--- config.mk ---
export PLATFORM = sky130hd
export DESIGN_NAME = cpu_iu
export DESIGN_NICKNAME = d
export VERILOG_FILES = /design/src/rtl/cpu_pkg.sv /design/src/rtl/next_pc_logic.sv /design/src/rtl/cpu_iu.sv
export SDC_FILE = /design/constraint.sdc
export NUM_CORES = 1
export LEC_CHECK = 0
export CORE_UTILIZATION = 53
export CTS_BUF_LIST = sky130_fd_sc_hd__clkbuf_16
export DETAILED_ROUTE_END_ITERATION = 12
export PLACE_DENSITY = 0.88
export SYNTH_ARGS = -nofsm -noshare
export SYNTH_HDL_FRONTEND = slang
export SYNTH_SLANG_ARGS = --single-unit
--- constraint.sdc ---
create_clock -name clk -period 8.45 [get_ports clk]
set_input_delay 1.69 -clock clk [delete_from_list [all_inputs] [get_ports clk]]
set_output_delay 1.69 -clock clk [all_outputs]
set_load 0.01 [all_outputs]
--- src/rtl/cpu_pkg.sv ---
// Shared definitions for the CPU instruction unit: state encoding,
// PC increment and instruction field positions.
package cpu_pkg;

  typedef enum logic [1:0] {
    IU_IDLE  = 2'd0,
    IU_FETCH = 2'd1,
    IU_ISSUE = 2'd2,
    IU_FAULT = 2'd3
  } iu_state_e;

  localparam logic [31:0] PC_INCR = 32'd4;

  // Opcode goes to control, the low field goes to the execution unit
  localparam int OPCODE_MSB = 31;
  localparam int OPCODE_LSB = 26;
  localparam int TARGET_MSB = 25;
  localparam int TARGET_LSB = 0;

  function automatic logic [OPCODE_MSB-OPCODE_LSB:0] opcode_of(input logic [31:0] instr);
    return instr[OPCODE_MSB:OPCODE_LSB];
  endfunction

  function automatic logic [TARGET_MSB-TARGET_LSB:0] target_of(input logic [31:0] instr);
    return instr[TARGET_MSB:TARGET_LSB];
  endfunction

endpackage

--- src/rtl/next_pc_logic.sv ---
// Combinational next-PC selection: sequential, taken beq, or j.
// Jump wins over branch; all arithmetic wraps modulo 2^32.
module next_pc_logic
  import cpu_pkg::*;
(
  input  logic [31:0] pc,
  input  logic [25:0] instr_target,
  input  logic [31:0] seimm,
  input  logic        branch,
  input  logic        jump,
  input  logic        zero,
  output logic [31:0] next_pc
);

  logic [31:0] pc4;

  // Pick the successor address; the seimm shift drops bits [31:30] by design
  always_comb begin
    pc4 = pc + PC_INCR;
    next_pc = pc4;
    if (jump) begin
      next_pc = {pc4[31:28], instr_target, 2'b00};
    end else if (branch && zero) begin
      next_pc = pc4 + {seimm[29:0], 2'b00};
    end
  end

endmodule

--- src/rtl/cpu_iu.sv ---
// Instruction unit: holds the PC, fetches over a req/ready handshake,
// presents the instruction until exec_done, then advances the PC.
// A fetch that waits FETCH_TIMEOUT edges parks the unit in FAULT.
module cpu_iu
  import cpu_pkg::*;
#(
  parameter logic [31:0] RESET_PC      = 32'h0000_0000,
  parameter int          FETCH_TIMEOUT = 16
) (
  input  logic        clk,
  input  logic        reset_n,
  output logic [31:0] imem_addr,
  output logic        imem_req,
  input  logic [31:0] imem_rdata,
  input  logic        imem_ready,
  input  logic        exec_done,
  input  logic        branch,
  input  logic        jump,
  input  logic        zero,
  input  logic [31:0] seimm,
  output logic [31:0] instruction,
  output logic        instr_valid,
  output logic [31:0] pc,
  output logic        fault
);

  localparam logic [7:0] WAIT_LAST = 8'(FETCH_TIMEOUT - 1);

  iu_state_e   state;
  iu_state_e   state_next;
  logic [7:0]  wait_cnt;
  logic [31:0] next_pc;
  logic        timeout_hit;

  assign timeout_hit = (wait_cnt == WAIT_LAST);
  assign imem_addr   = pc;

  next_pc_logic u_next_pc (
    .pc           (pc),
    .instr_target (target_of(instruction)),
    .seimm        (seimm),
    .branch       (branch),
    .jump         (jump),
    .zero         (zero),
    .next_pc      (next_pc)
  );

  // State register, cleared asynchronously so reset aborts any fetch at once
  always_ff @(posedge clk or negedge reset_n) begin
    if (!reset_n) begin
      state <= IU_IDLE;
    end else begin
      state <= state_next;
    end
  end

  // Next-state decision from handshake, timeout and exec_done
  always_comb begin
    state_next = state;
    case (state)
      IU_IDLE:  state_next = IU_FETCH;
      IU_FETCH: begin
        if (imem_ready) begin
          state_next = IU_ISSUE;
        end else if (timeout_hit) begin
          state_next = IU_FAULT;
        end
      end
      IU_ISSUE: begin
        if (exec_done) begin
          state_next = IU_FETCH;
        end
      end
      IU_FAULT: state_next = IU_FAULT;
      default:  state_next = IU_IDLE;
    endcase
  end

  // Handshake and valid outputs decode directly from the state
  always_comb begin
    imem_req    = 1'b0;
    instr_valid = 1'b0;
    case (state)
      IU_FETCH: imem_req    = 1'b1;
      IU_ISSUE: instr_valid = 1'b1;
      default: begin
        imem_req    = 1'b0;
        instr_valid = 1'b0;
      end
    endcase
  end

  // Datapath registers: instruction capture, wait counter, PC update, sticky fault
  always_ff @(posedge clk or negedge reset_n) begin
    if (!reset_n) begin
      pc          <= RESET_PC;
      instruction <= 32'h0;
      wait_cnt    <= 8'h0;
      fault       <= 1'b0;
    end else begin
      case (state)
        IU_FETCH: begin
          if (imem_ready) begin
            instruction <= imem_rdata;
            wait_cnt    <= 8'h0;
          end else begin
            wait_cnt <= wait_cnt + 8'd1;
            if (timeout_hit) begin
              fault <= 1'b1;
            end
          end
        end
        IU_ISSUE: begin
          wait_cnt <= 8'h0;
          if (exec_done) begin
            pc <= {next_pc[31:2], 2'b00};
          end
        end
        default: begin
          wait_cnt <= wait_cnt;
        end
      endcase
    end
  end

endmodule

==> reports/metrics.cfg <==
[status]
status = completed

[power_and_ir_drop]
power_leakage_nw = 3.166
max-vdd-ir-drop_v = 0.0002001
p_per_area_mw_per_mm2 = 365.8

[sta]
slew_viol_final = 0
skew_ns = 0.007026
worst_pin_slew_ns = 1.054
max_freq_mhz = 211.3
min_period_ns = 4.733
finalSetupViolCount = 0
hold_viol = 0
rsz0062_at_grt = false
tns_ns = 0
max_slew_margin_pct = 29.57
fin_crit_sh_pct = 56.01

[cts]
cts-htree-levels = 3
postCtsSetupRepairBufs = 0
clk_latency_ns = 0.34
cts_tree = yes
cts_sinks = 73
cts.clk_slew.worst_paths_ns = 0.06
numCtsBuffers = 9
clock-root-buffer = clkbuf_16
clk_path_buf_depth = 2
cts_resized = 0
cts_hold_buf = 0

[die]
fp.dieW_um = 107.4
die_h_um = 107.4
start_util_pct = 54.36
core_mm2 = 0.01084
std_cell_rows = 38
num_io_pins = 170
die_area_mm2 = 0.01154

[drt]
wire_per_inst_um = 18.85
dr.first_iter.drc_count = 571
drt-total-wl_um = 17740
viasPerCell = 6.190
drc = 0
first_pass_iters = 5
postRouteAntennaNets = 0
dr_total_vias = 5825

[synth]
synth_edf_count = 0
yosysTopAreaCellShare_pct = 31.00
synth-main-ff-cell = dfrtp_1
synth_area_leaders = dfrtp_1, ha_1, mux2_2
seq_area_frac_synth_pct = 31.00
syn_area_mm2 = 0.005893
synth_top_cell_by_area = dfrtp_1
syn_avg_cell_area_um2 = 8.654
async_flop_share_pct = 100.0
ys_types = 67
synth_cells = 681
ys_ff_latch = 73
synth_warnings = 0

[hold_path]
min-delay-start = fault
hold_depth = 1
worstHoldPathType = reg -> reg
min_delay_worst_endpoint = fault

[placement]
place_hpwl_um = 13010
place.port_buffers = 163
place.gp.congestion = 0.9359

[setup_path]
crit_path_top_delay_cell = a2111oi_2
cp.required_ns = 8.63
rrSetupSlack_ns = 3.79
start_kind = input port
r2r-end = imem_addr[31]
end_kind = flip-flop
r2r_cells = 15
critPathBufInv = 1
regToRegStartpoint = imem_addr[4]
critPathTopFamily = compound AO/OA/AOI/OAI gates
critical_path.startpoint = seimm[0]
slowest_delay_ns = 0.48
critical_path_class = in -> reg
crit_arrival_ns = 4.91
worstPathCellList = clkdlybuf4s50_1 -> ha_1 -> fa_1 -> a21o_1 -> a21oi_1 -> o211ai_2 -> a2111oi_2 -> nor4_1 -> a211oi_2 -> o21ai_1 -> xnor2_1 -> o31ai_1
cp_max_fo = 5

[global_route]
grt_antenna_before_repair = 0
grt_pass1_wl_um = 28140
grt_max_degree = 74
grt_overflow = 0
grt_pass1_vias = 5762
grtUsageTotal_pct = 31.33

[finish]
fin_nets = 910
final_util_pct = 70.46
fillers = 834
syn_to_final_growth_pct = 29.62
drive_gt1_share_pct = 7.990
antenna_cells = 0

[job]
drv_cap = 0

[synthesized netlist by cell type (all sizes together), types with 6 or more instances]
cell type,instances
nand2,75
clkbuf,22
o21ai,44
and3,8
buf,41
nand3,25
a21o,14
o211ai,13
xnor2,36
nand4,18
inv,11
mux2,33
nor2,49
a211oi,11
and4,6
xor2,21
nor3,17
dfrtp,73
a21oi,50
ha,41
[cells in the final DEF (no fill, tap or decap), types with 4 or more instances in the layout]
master,n
and2_1,5
and4_1,6
o21ai_0,43
a211oi_1,9
o211ai_1,12
nand2_1,74
o31ai_1,4
and3_1,8
a21o_1,14
nor3_1,15
inv_1,12
a31oi_1,5
nand2b_1,5
o22ai_1,4
ha_1,41
nand3_1,23
nor2_1,49
conb_1,4
a21oi_1,50
xor2_1,21
or3_1,4
clkbuf_16,9
clkdlybuf4s50_1,162
xnor2_1,36
dfrtp_1,73
mux2_2,33
nand4_1,18
[how the worst max path moves through the flow]
stage / cells past startpoint / slack (ns) / end
global route: 12 / 3.57 / imem_addr[26]
global placement: 12 / 3.53 / imem_addr[26]
detailed placement: 12 / 3.44 / imem_addr[26]
CTS: 12 / 3.77 / imem_addr[26]
finish: 12 / 3.72 / imem_addr[26]
floorplan: 11 / 4.33 / imem_addr[26]
[sequential cells by signal, summed over array words and instances, names as in the netlist]
signal / count
state: 2
fault: 1
wait_cnt: 8
imem_addr: 30
instruction: 32
[metrics by stage]
| step | instance area (um2) | hold WS [ns] | setup WS [ns] | power (mW) | instances |
|---|---|---|---|---|---|
| after floorplan | 5904 | 0.4680 | 4.329 | 1.740 | 684 |
| after global placement | 7352 | 0.4617 | 3.530 | 2.317 | 926 |
| after detailed placement | 7352 | 0.4786 | 3.442 | 2.380 | 926 |
| after CTS | 7639 | 0.5017 | 3.766 | 2.773 | 941 |
| after global routing | 7639 | 0.5121 | 3.573 | 2.969 | 941 |
| final | 7639 | 0.4994 | 3.717 | 2.794 | 941 |
[cells by family after synthesis]
kind of cell / Yosys count / synth area share, %
adder cells (fa/ha/maj): 42 / 9.045
other: 1 / 0.06363
AND/OR/NAND/NOR: 226 / 18.96
multiplexers: 33 / 6.306
AO/OA/AOI/OAI: 174 / 19.09
flip-flops: 73 / 31.00
buffers and inverters: 75 / 7.070
XOR/XNOR: 57 / 8.471
[report_power, final]
| part | total (mW) | internal, mW | switching [mW] |
|---|---|---|---|
| registers | 0.729 | 0.505 | 0.225 |
| clock network | 0.376 | 0.225 | 0.150 |
| logic | 1.69 | 0.853 | 0.836 |
[final cells by class]
class,instances,area (um2),area share (%)
Multi-Input combinational cell,536,3661,47.93
Inverter,12,45.04,0.5897
Clock inverter,6,61.31,0.8026
Clock buffer,9,225.2,2.948
Tap cell,140,175.2,2.293
Sequential cell,73,1827,23.91
Timing Repair Buffer,165,1644,21.52
[metal layers]
metal | wire [um] | vias to the layer above | track usage, %
met3 | 1421 | 50 | 5.266
met5 | 0 | - | 0
met2 | 8561 | 310 | 52.26
met4 | 461 | 0 | 12.62
li1 | - | 2670 | -
met1 | 7293 | 2795 | 40.35
No activity file was read; power rests on OpenSTA's default activity.
